[config.mk]
export PLATFORM = sky130hd
export DESIGN_NAME = gpr_wb_arb
export DESIGN_NICKNAME = d
export VERILOG_FILES = /design/src/rtl/gpr_pkg.sv /design/src/rtl/gpr_wb_starve.sv /design/src/rtl/gpr_wb_arb.sv
export SDC_FILE = /design/constraint.sdc
export NUM_CORES = 1
export LEC_CHECK = 0
export ABC_AREA = 1
export CORE_MARGIN = 2
export CORE_UTILIZATION = 32
export DETAILED_ROUTE_END_ITERATION = 8
export GPL_TIMING_DRIVEN = 0
export PLACE_DENSITY = 0.87
export SETUP_SLACK_MARGIN = 0.3
export SLEW_MARGIN = 20
export SYNTH_ARGS = -nofsm -noshare
export SYNTH_HDL_FRONTEND = slang
export SYNTH_SLANG_ARGS = --single-unit
[constraint.sdc]
create_clock -name clk_i -period 2.1 [get_ports clk_i]
set_input_delay 0.42 -clock clk_i [delete_from_list [all_inputs] [get_ports clk_i]]
set_output_delay 0.42 -clock clk_i [all_outputs]
set_load 0.02 [all_outputs]
[src/rtl/gpr_pkg.sv]
// gpr_pkg: shared register-file constants, grant encoding and arbiter state type
package gpr_pkg;
  localparam int XLEN = 64;
  localparam int REG_ADDR_W = 5;
  localparam logic [1:0] GNT_NONE = 2'b00;
  localparam logic [1:0] GNT_A = 2'b01;
  localparam logic [1:0] GNT_B = 2'b10;
  typedef enum logic {ARB_NORMAL, ARB_BOOST} arb_state_e;
endpackage

[src/rtl/gpr_wb_starve.sv]
// gpr_wb_starve: starvation counter and NORMAL/BOOST state for the write-back arbiter port B
module gpr_wb_starve
  import gpr_pkg::*;
#(
  parameter int STARVE_MAX = 4
) (
  input  logic clk,
  input  logic rst,
  input  logic b_valid,
  input  logic b_ready,
  input  logic b_xfer,
  output logic boost
);
  localparam logic [3:0] MAX = 4'(STARVE_MAX);
  arb_state_e state, state_nxt;
  logic [3:0] cnt, cnt_nxt;
  logic inc;
  always_comb begin
    inc = state == ARB_NORMAL && b_valid && !b_ready;
    cnt_nxt = (b_xfer || (state == ARB_BOOST && !b_valid)) ? 4'd0 :
              (inc && cnt != MAX) ? cnt + 4'd1 : cnt;
    state_nxt = state == ARB_BOOST ? ((b_xfer || !b_valid) ? ARB_NORMAL : ARB_BOOST) :
                (inc && cnt == MAX - 4'd1) ? ARB_BOOST : ARB_NORMAL;
    boost = state == ARB_BOOST;
  end
  always_ff @(posedge clk or posedge rst)
    if (rst) begin
      state <= ARB_NORMAL;
      cnt <= '0;
    end else begin
      state <= state_nxt;
      cnt <= cnt_nxt;
    end
endmodule

[src/rtl/gpr_wb_arb.sv]
// gpr_wb_arb: GPR write-port arbiter, A fixed priority, registered write-back stage.
// Define GPR_WB_STARVE_EN to compile in the port-B starvation guard (BOOST state).
module gpr_wb_arb
  import gpr_pkg::*;
#(
  parameter int XLEN = gpr_pkg::XLEN,
  parameter int STARVE_MAX = 4
) (
  input  logic                  clk_i,
  input  logic                  rst_i,
  input  logic                  a_valid_i,
  output logic                  a_ready_o,
  input  logic [REG_ADDR_W-1:0] a_rd_i,
  input  logic [XLEN-1:0]       a_data_i,
  input  logic                  b_valid_i,
  output logic                  b_ready_o,
  input  logic [REG_ADDR_W-1:0] b_rd_i,
  input  logic [XLEN-1:0]       b_data_i,
  output logic [REG_ADDR_W-1:0] Rd_o,
  output logic [XLEN-1:0]       Rd_data_o,
  output logic                  Rd_wen_o,
  output logic [1:0]            grant_o
);
  logic a_xfer, b_xfer, boost;
  if (STARVE_MAX < 1 || STARVE_MAX > 15) begin : g_bad_cfg
    $error("gpr_wb_arb: STARVE_MAX must be within 1..15");
  end
`ifdef GPR_WB_STARVE_EN
  gpr_wb_starve #(.STARVE_MAX(STARVE_MAX)) u_starve (
    .clk(clk_i),
    .rst(rst_i),
    .b_valid(b_valid_i),
    .b_ready(b_ready_o),
    .b_xfer(b_xfer),
    .boost(boost)
  );
`else
  assign boost = 1'b0;
`endif
  // The write port never stalls, so ready depends only on the valids and the state.
  always_comb begin
    a_ready_o = boost ? !b_valid_i : 1'b1;
    b_ready_o = boost || !a_valid_i;
    a_xfer = a_valid_i && a_ready_o;
    b_xfer = b_valid_i && b_ready_o;
  end
  always_ff @(posedge clk_i or posedge rst_i)
    if (rst_i) begin
      Rd_o <= '0;
      Rd_data_o <= '0;
      Rd_wen_o <= 1'b0;
      grant_o <= GNT_NONE;
    end else begin
      Rd_wen_o <= (a_xfer && a_rd_i != '0) || (b_xfer && b_rd_i != '0);
      grant_o <= a_xfer ? GNT_A : b_xfer ? GNT_B : GNT_NONE;
      if (a_xfer || b_xfer) begin
        Rd_o <= a_xfer ? a_rd_i : b_rd_i;
        Rd_data_o <= a_xfer ? a_data_i : b_data_i;
      end
    end
endmodule

# After elaboration in Yosys (flattened, before gate mapping)
# Index checks and enable logic that the tools add are counted.
[word_totals]
latchBits = 0
register_bits = 72
out_inout_bits = 74
mem_bits_ro = 0
memories = 0
ramBits = 0
[op_classes]
n_eq_ne = 0
mux = 4
n_bitwise = 0
n_shift = 0
order_cmp = 0
mul = 0
n_addsub = 0
reduce_logical = 8
div = 0
[ops]
columns = ["op", "count"]
rows = [
  ["$mux W64", 1],
  ["$reduce_bool A5 Y1", 2],
  ["$mux W5", 1],
  ["$mux W2", 2],
  ["$logic_and A1 B1 Y1", 3],
  ["$logic_or A1 B1 Y1", 2],
  ["$logic_not A1 Y1", 1],
]

# Depth between registers and ports, before layout
# Gate-level depths: netlist of run 1.
[depth]
ltp_word = 4
mapped_depth = 6

# Worst setup path before layout of run 1
# OpenSTA, ideal clock, no wires.
[synth_path]
path_type = "input-to-output"
from = "input a_valid_i"
to = "output b_ready_o"
stages = 3
slack_ps = 770
t_arrival_ps = 910
path_buffers = 2
path_cell_list = "buf_4 > buf_2 > inv_1"
[synth_between]
elab_chain_cells = 1
[synth_rtl]
columns = ["item", "line", "text"]
rows = [
  ["start: declaration", "gpr_wb_arb.sv:11", "input logic a_valid_i,"],
  ["$logic_not A1 Y1", "gpr_wb_arb.sv:43", "b_ready_o = boost || !a_valid_i;"],
  ["end: declaration", "gpr_wb_arb.sv:16", "output logic b_ready_o,"],
]
# Every way passes these cells.

# Final worst setup path of run 1
[layout_path]
from = "register Rd_data_o[7]"
to = "output Rd_data_o[7]"
[layout_lines]
columns = ["item", "line", "text"]
rows = [
  ["start: declaration", "gpr_wb_arb.sv:20", "output logic [XLEN-1:0] Rd_data_o,"],
  ["start signal: assignment", "gpr_wb_arb.sv:58", "Rd_data_o <= a_xfer ? a_data_i : b_data_i;"],
]
# No word-level cell between the ends.

==> results of run 1 <==
==> logic make-up after synthesis <==
group | after synthesis | share of synthesized area (%)
AND/OR/NAND/NOR | 285 | 37.7
flip-flops | 72 | 57.3
buffers and inverters | 27 | 4.66
AO/OA/AOI/OAI | 1 | 0.239
other | 1 | 0.119
==> timing repair <==
| action | in CTS | in global routing |
|---|---|---|
| setup endpoints to repair | 1 | 0 |
| setup buffers | 1 | 0 |
| gates resized for setup | 10 | 0 |
| hold buffers | 0 | 0 |
==> area by class of cell <==
type | count | area [µm²]
Multi-Input combinational cell | 287 | 1190
Tap cell | 133 | 166
Buffer | 23 | 145
Inverter | 4 | 18.8
Sequential cell | 72 | 1800
Fill cell | 869 | 3970
Clock inverter | 1 | 5.00
Timing Repair Buffer | 217 | 2190
Clock buffer | 13 | 149
==> cells in the mapped netlist <==
master,number,area (µm²)
nor2_4,1,11.3
nor2_1,4,15.0
inv_1,3,11.3
dfrtp_1,72,1800
clkbuf_1,6,22.5
conb_1,1,3.75
inv_2,1,3.75
o211ai_1,1,7.51
nand3_1,69,345
buf_6,1,11.3
buf_4,7,52.6
buf_2,9,45.0
nand2_1,209,785
nand3b_1,1,7.51
nor2_8,1,20.0
==> layer usage <==
metal | vias up | global-route usage (%)
li1 | 1665 | -
met3 | 17 | 4.95
met1 | 1603 | 22.2
met5 | - | 0
met4 | 0 | 7.59
met2 | 145 | 37.7
==> worst paths after layout <==
kind / endpoint / slack, ps / cells after the start
max: Rd_data_o[7] / 340 / 1
min: grant_o[0] / 350 / 1
max reg2reg: Rd_data_o[60] / 1430 / 2
min reg2reg: Rd_data_o[30] / 500 / 2
max in group asynchronous: grant_o[1] / 1310 / 3
min in group asynchronous: Rd_data_o[6] / 360 / 2
==> state kept, by name (all words and copies together) (netlist names) <==
register   flops
Rd_wen_o       1
Rd_data_o     64
Rd_o           5
grant_o        2
==> power by group <==
part           switching (mW)  internal, mW  total [mW]
sequential             0.0698          1.51        1.58
combinational           0.455         0.549        1.00
clock                   0.474         0.448       0.922
==> through the flow <==
| stage | instance area (µm²) | hold WS, ps | cells | setup TNS (ps) | power (mW) |
|---|---|---|---|---|---|
| 2_1_floorplan | 3150 | 451 | 386 | 0 | 1.99 |
| 3_3_place_gp | 5460 | 478 | 733 | -399 | 2.58 |
| 3_5_place_dp | 5500 | 483 | 735 | -367 | 2.62 |
| 4_1_cts | 5670 | 342 | 750 | 0 | 3.55 |
| 5_1_grt | 5670 | 351 | 750 | 0 | 3.70 |
| 6_report | 5670 | 354 | 750 | 0 | 3.51 |
==> layout by cell type, fill, tap and decap left out <==
cell / netlist / routed
buf_6: 1 / 2
clkbuf_1: 6 / 9
clkdlybuf4s50_1: 0 / 212
inv_1: 3 / 2
buf_4: 7 / 8
buf_8: 0 / 1
inv_2: 1 / 1
nor2_1: 4 / 4
conb_1: 1 / 1
nand2_1: 209 / 209
o211ai_1: 1 / 1
buf_2: 9 / 8
buf_12: 0 / 2
nor2_8: 1 / 1
clkinvlp_4: 0 / 1
clkinv_2: 0 / 1
dfrtp_1: 72 / 72
nand3b_1: 1 / 1
nor2_4: 1 / 1
dlygate4sd2_1: 0 / 1
clkbuf_8: 0 / 10
nand3_1: 69 / 69
==> impl_metrics.py, run 1 <==
metrics = {
    "routing": {
        "drt_iter0_drc": 73,
        "dr.max_layer_used": "met4",
        "wl_met2_um": 5750,
        "via_per_inst": 4.57,
        "wl_met3_um": 884,
        "drt_pass1_iterations": 4,
        "post_drt_wl_per_cell_um": 14.5,
        "m1WireLength_um": 4050,
        "wl_um": 10900,
        "vias": 3430,
        "drtAntennaViolNets": 0,
        "drcViolationCount": 0,
    },
    "synthesis": {
        "synth_warnings": 0,
        "yosysSeqAreaShare_pct": 57.3,
        "ys_types": 15,
        "synthesis.area_um2": 3140,
        "synth_area_per_cell_um2": 8.14,
        "syn_nets": 528,
        "ys_seq_elements": 72,
        "synth_cells": 386,
    },
    "power_and_ir_drop": {
        "p_per_area_nw_per_um2": 620,
        "p_leak_nw": 2.54,
        "ir_worst_vdd_mv": 0.320,
    },
    "clock_tree": {
        "htreeDepth": 3,
        "clk_path_buf_depth": 2,
        "numCtsBuffers": 9,
        "clock-root-buffer": "clkbuf_8",
        "clkLatencyLatePin_ps": 340,
        "cts_tree": "built",
        "clkTransAtPathRegs_ps": 70,
        "clock_sinks": 72,
    },
    "floorplan": {
        "ios": 216,
        "start_util_pct": 32.6,
        "die_y_um": 103,
        "die_w_um": 103,
        "num_rows": 36,
        "dieArea_um2": 10600,
        "core_um2": 9640,
    },
    "worst_hold_path": {
        "hold_class": "in2reg",
        "worstHoldStart": "a_valid_i",
    },
    "critical_path": {
        "critPathLaunch": "Rd_data_o[7]",
        "crit_path_max_fanout": 2,
        "crit_chain": "clkdlybuf4s50_1",
        "critPathTopFamily": "buffers and inverters",
        "cp_slowest_cell": "clkdlybuf4s50_1",
        "timing.rr.start": "Rd_data_o[60]",
        "start_kind": "flip-flop",
        "slowest_delay_ps": 640,
        "crit_arrival_ps": 1340,
        "worstPathRequired_ps": 1680,
        "crit_buf_inv": 1,
        "worstSetupPathType": "reg2out",
        "crit_path_end_kind": "output pin",
    },
    "global_routing": {
        "antenna_found_initial": 0,
        "grt_max_degree": 35,
        "grt_pass1_wl_um": 16500,
        "grt.overflow.total": 0,
        "track_usage_pct": 20.3,
        "grt_pass1_vias": 3508,
    },
    "timing": {
        "rsz0062_at_grt": "false",
        "final-max-slew-violation-count": 0,
        "fin_crit_sh_pct": 83.9,
        "skew_ps": 0,
        "setup_viol": 0,
        "finalCriticalPeriod_ps": 1760,
        "hold_viol": 0,
        "layout_setup_ws_ps": 339,
        "fmax_ghz": 0.568,
    },
    "layout": {
        "finalNetCount": 756,
        "drive_above_1_share_pct": 5.83,
        "diodes": 0,
        "post-route-util_pct": 58.8,
        "syn_to_final_growth_pct": 80.3,
    },
    "run_status": {
        "status": "completed",
    },
    "run": {
        "maxCapViolations": 0,
    },
    "place": {
        "place.port_buffers": 214,
        "dp_hpwl_um": 8680,
        "dp_slack_ps": -367,
        "gp_congestion": 0.772,
    },
}
No activity file was read; power rests on OpenSTA's default activity.
==> run 2, diff against run 1 <==
clock period = 1.4 ns   (was 2.1 ns; I/O delays follow)
==> impl_metrics.py, run 2 (synthesized netlist as in run 1, its figures left out) <==
metrics = {
    "clock_tree": {
        "clock_sinks": 72,
        "clk_path_buf_depth": 2,
        "htreeDepth": 3,
        "clock-root-buffer": "clkbuf_8",
        "clkLatencyLatePin_ps": 340,
        "numCtsBuffers": 9,
        "clkTransAtPathRegs_ps": 70,
        "cts_tree": "built",
    },
    "layout": {
        "finalNetCount": 795,
        "n_fill_cell": 815,
        "syn_to_final_growth_pct": 96.1,
        "drive_above_1_share_pct": 23.2,
        "largest_register_ffs": 64,
        "layout_common_cells": "208 x nand2_1, 139 x clkdlybuf4s50_1, 79 x buf_6, 72 x dfrtp_1, 68 x nand3_1",
        "diodes": 0,
        "post-route-util_pct": 64.0,
        "top_regs": "Rd_data_o x64, Rd_o x5, grant_o x2",
        "final_common_cell": "nand2_1",
        "regMostFlops": "Rd_data_o",
    },
    "timing": {
        "skew_ps": 0,
        "holdWs_ps": 72.4,
        "setup_viol": 0,
        "final-max-slew-violation-count": 0,
        "fmax_ghz": 0.855,
        "layout_setup_ws_ps": 230,
        "fin_crit_sh_pct": 83.6,
        "finalCriticalPeriod_ps": 1170,
        "hold_viol": 0,
        "fin_tns_setup_ps": 0,
        "rsz0062_at_grt": "true",
    },
    "critical_path": {
        "crit_path_end_kind": "output pin",
        "worstSetupPathType": "reg2out",
        "critPathTopFamily": "flip-flops",
        "start_kind": "flip-flop",
        "worstPathRequired_ps": 1120,
        "slowest_delay_ps": 410,
        "crit_buf_inv": 1,
        "crit_path_max_fanout": 2,
        "rrSetupSlack_ps": 490,
        "cp_slowest_cell": "dfrtp_1",
        "crit_chain": "buf_6",
        "crit_arrival_ps": 890,
        "critPathLaunch": "Rd_data_o[7]",
        "timing.rr.start": "Rd_data_o[33]",
    },
    "global_routing": {
        "met2_usage_pct": 40.0,
        "grt_busiest_layer": "met2",
        "grt_max_degree": 35,
        "grt_use_met1_pct": 23.2,
        "grt_pass1_vias": 3608,
        "track_usage_pct": 21.3,
        "use_met3_pct": 5.22,
        "antenna_found_initial": 0,
        "grt.overflow.total": 0,
        "grt_pass1_wl_um": 17200,
    },
    "floorplan": {
        "start_util_pct": 32.6,
        "core_um2": 9640,
        "die_w_um": 103,
        "ios": 216,
        "die_y_um": 103,
        "num_rows": 36,
        "dieArea_um2": 10600,
    },
    "place": {
        "dp_hpwl_um": 8680,
        "gp_congestion": 0.772,
        "dp_slack_ps": -787,
        "place.port_buffers": 214,
    },
    "routing": {
        "drcViolationCount": 0,
        "post_drt_wl_per_cell_um": 14.9,
        "vias": 3616,
        "via_per_inst": 4.58,
        "drtAntennaViolNets": 0,
        "drt_iter0_drc": 101,
        "drt_pass1_iterations": 4,
        "wl_um": 11700,
    },
    "power_and_ir_drop": {
        "finalPower_mw": 5.56,
        "ir_worst_vdd_mv": 0.535,
        "p_leak_nw": 2.93,
        "p_per_area_nw_per_um2": 901,
    },
    "run_status": {
        "status": "completed",
    },
    "worst_hold_path": {
        "worstHoldStart": "a_valid_i",
        "hold_class": "in2reg",
    },
    "run": {
        "maxCapViolations": 0,
    },
}
-- run 2: changes by cell type in the layout (fill, tap and decap cells not counted), moves of 3 or more --
cell | previous run | this run
buf_2 | 8 | 1
buf_6 | 2 | 79
buf_4 | 8 | 45
buf_12 | 2 | 5
clkdlybuf4s50_1 | 212 | 139
-- run 2: repair_timing --
item / 4_1_cts / 5_1_grt
cloned: 2 / 0
setup buffers: 22 / 16
gates resized for setup: 464 / 6
hold buffers: 0 / 0
pin swaps: 1 / 2
endpoints found under the setup margin: 143 / 127
-- run 2: layout make-up --
type / instances / area (µm²) / share of cell area (%)
Sequential cell: 72 / 1800 / 29.2
Tap cell: 133 / 166 / 2.70
Inverter: 4 / 21.3 / 0.345
Clock inverter: 1 / 5.00 / 0.0812
Buffer: 23 / 181 / 2.94
Clock buffer: 13 / 149 / 2.42
Timing Repair Buffer: 256 / 2640 / 42.8
Multi-Input combinational cell: 287 / 1200 / 19.5
-- run 2: worst paths after layout --
kind	endpoint	cells after the start
worst min-delay path	grant_o[0]	1
max in group asynchronous	Rd_data_o[50]	3
worst max-delay path	Rd_data_o[7]	1
worst max register to register	Rd_data_o[33]	4
min in group asynchronous	Rd_data_o[6]	2
worst min register to register	Rd_data_o[25]	2
-- run 2: routing by layer --
| metal | vias up | share of wire, % |
|---|---|---|
| li1 | 1743 | - |
| met1 | 1702 | 37 |
| met2 | 154 | 54 |
| met3 | 17 | 7.7 |
| met4 | 0 | 1.4 |
| met5 | - | 0 |
-- run 2: report_power, final --
part	internal, mW	switching, mW
registers	2.27	0.145
clock network	0.673	0.731
logic	1.00	0.730
total	3.95	1.61
-- run 2: stage by stage --
step           instances  instance area, µm²
6_report             789                6160
5_1_grt              789                6160
4_1_cts              773                6030
3_5_place_dp         735                5500
3_3_place_gp         733                5460
2_1_floorplan        386                3150
==> run 3, diff against run 2 <==
clock period = 0.9 ns   (was 1.4 ns; I/O delays follow)
==> impl_metrics.py, run 3 (synthesized netlist as in run 1, its figures left out) <==
metrics = {
    "critical_path": {
        "worstSetupPathType": "reg2out",
        "slowest_delay_ps": 430,
        "worstPathRequired_ps": 720,
        "crit_arrival_ps": 930,
        "crit_path_end_kind": "output pin",
        "cp_slowest_cell": "dfrtp_1",
        "crit_buf_inv": 1,
        "start_kind": "flip-flop",
        "crit_chain": "buf_6",
        "rrSetupSlack_ps": -10,
        "r2r_cells": 4,
        "critPathTopFamily": "flip-flops",
        "crit_path_max_fanout": 2,
        "r2r-end": "Rd_data_o[0]",
        "timing.rr.start": "Rd_data_o[0]",
    },
    "timing": {
        "setup_viol": 125,
        "skew_ps": 0,
        "fin_crit_sh_pct": 124,
        "finalCriticalPeriod_ps": 1110,
        "fin_tns_setup_ps": -13310,
        "holdWs_ps": -108,
        "hold_viol": 10,
        "final-max-slew-violation-count": 0,
        "rsz0062_at_grt": "true",
        "layout_setup_ws_ps": -214,
        "fmax_ghz": 0.898,
    },
    "layout": {
        "post-route-util_pct": 81.4,
        "drive_above_1_share_pct": 54.9,
        "syn_to_final_growth_pct": 150,
        "final_common_cell": "clkdlybuf4s50_1",
        "largest_register_ffs": 64,
        "layout_common_cells": "138 x clkdlybuf4s50_1, 91 x nand2_1, 88 x buf_6, 72 x dfrtp_1, 72 x nand2_4",
        "diodes": 0,
        "top_regs": "Rd_data_o x64, Rd_o x5, grant_o x2",
        "regMostFlops": "Rd_data_o",
        "stdcell_count": 829,
        "finalNetCount": 835,
    },
    "floorplan": {
        "start_util_pct": 32.6,
        "core_um2": 9640,
        "die_w_um": 103,
        "num_rows": 36,
        "dieArea_um2": 10600,
        "ios": 216,
        "die_y_um": 103,
    },
    "routing": {
        "via_per_inst": 4.81,
        "drtAntennaViolNets": 0,
        "post_drt_wl_per_cell_um": 18.5,
        "wl_um": 15300,
        "drcViolationCount": 0,
        "vias": 3989,
        "drt_pass1_iterations": 5,
        "drt_iter0_drc": 75,
    },
    "clock_tree": {
        "htreeDepth": 3,
        "clkLatencyLatePin_ps": 340,
        "clock_sinks": 72,
        "numCtsBuffers": 9,
        "cts_tree": "built",
        "clkTransAtPathRegs_ps": 70,
        "ctsHoldBuffers": 1,
        "clock-root-buffer": "clkbuf_8",
        "clk_path_buf_depth": 2,
    },
    "place": {
        "dp_cells": 735,
        "place.port_buffers": 214,
        "dp_hpwl_um": 8630,
        "gp_congestion": 0.852,
    },
    "power_and_ir_drop": {
        "p_per_area_nw_per_um2": 1250,
        "p_leak_nw": 4.12,
        "ir_worst_vdd_mv": 0.858,
    },
    "run_status": {
        "violations": "negative hold slack, negative setup slack",
        "status": "complete, but fails checks",
    },
    "run": {
        "maxCapViolations": 0,
    },
    "global_routing": {
        "grt_pass1_wl_um": 20300,
        "grt_max_degree": 28,
        "antenna_found_initial": 0,
        "grt.overflow.total": 0,
        "track_usage_pct": 25.5,
        "grt_pass1_vias": 4104,
    },
    "worst_hold_path": {
        "hold_class": "in2async",
    },
}
run 3: changes by cell type in the layout (fill, tap and decap cells not counted), moves of 2 or more:
| cell | before | now |
|---|---|---|
| buf_12 | 5 | 18 |
| buf_8 | 2 | 11 |
| nand2_4 | 0 | 72 |
| clkbuf_2 | 1 | 6 |
| nand2_1 | 208 | 91 |
| clkbuf_8 | 10 | 12 |
| buf_16 | 0 | 5 |
| nand3_1 | 68 | 1 |
| nand3_2 | 1 | 68 |
| clkbuf_1 | 8 | 2 |
| buf_4 | 45 | 48 |
| nand2_2 | 1 | 46 |
| buf_6 | 79 | 88 |
run 3: layout make-up:
| class | count | area (µm²) |
|---|---|---|
| timing repair buffer | 294 | 3150 |
| multi-input combinational | 288 | 2200 |
| sequential | 72 | 1800 |
| fill | 533 | 1800 |
| buffer | 23 | 305 |
| clock buffer | 14 | 173 |
| tap | 133 | 166 |
| inverter | 4 | 31.3 |
| timing repair inverter | 1 | 7.51 |
run 3: how the worst max path moves through the flow:
stage                        startpoint             to  slack (ps)  cells after the start
after floorplan                   rst_i   Rd_data_o[0]         -80                      1
after global placement            rst_i   Rd_data_o[1]        -960                      2
after detailed placement      a_valid_i      b_ready_o        -910                      5
after CTS                 Rd_data_o[38]  Rd_data_o[38]        -210                      1
after global routing      Rd_data_o[27]  Rd_data_o[27]        -240                      1
final                     Rd_data_o[27]  Rd_data_o[27]        -210                      1
run 3: per-stage QoR:
stage	area, µm²	power (mW)	hold WS (ps)	setup WS, ps
5_1_grt	7840	10.2	-95.3	-242
3_3_place_gp	5540	6.08	465	-960
4_1_cts	6960	9.24	293	-210
6_report	7840	9.80	-108	-214
2_1_floorplan	3230	4.69	211	-78.0
3_5_place_dp	5580	6.17	470	-905
run 3: report_power, final:
| part | total [mW] | switching [mW] | internal (mW) |
|---|---|---|---|
| logic | 3.62 | 1.60 | 2.02 |
| clock network | 2.38 | 1.18 | 1.20 |
| registers | 3.80 | 0.268 | 3.54 |
run 3: what timing repair did:
action                                 in CTS  in global routing
setup endpoints to repair                 197                154
endpoints found under the hold margin       1                 10
gates cloned                               12                  3
gates resized for setup                   636                140
buffers inserted                           23                 41
pin swaps                                  38                 31
run 3: routing by layer:
layer / wire (µm) / GRT usage (%) / share of wire [%]
met5: 0 / 0 / 0
met4: 460 / 12.3 / 3.0
met3: 1090 / 6.58 / 7.1
met2: 8270 / 46.3 / 54
met1: 5480 / 27.6 / 36
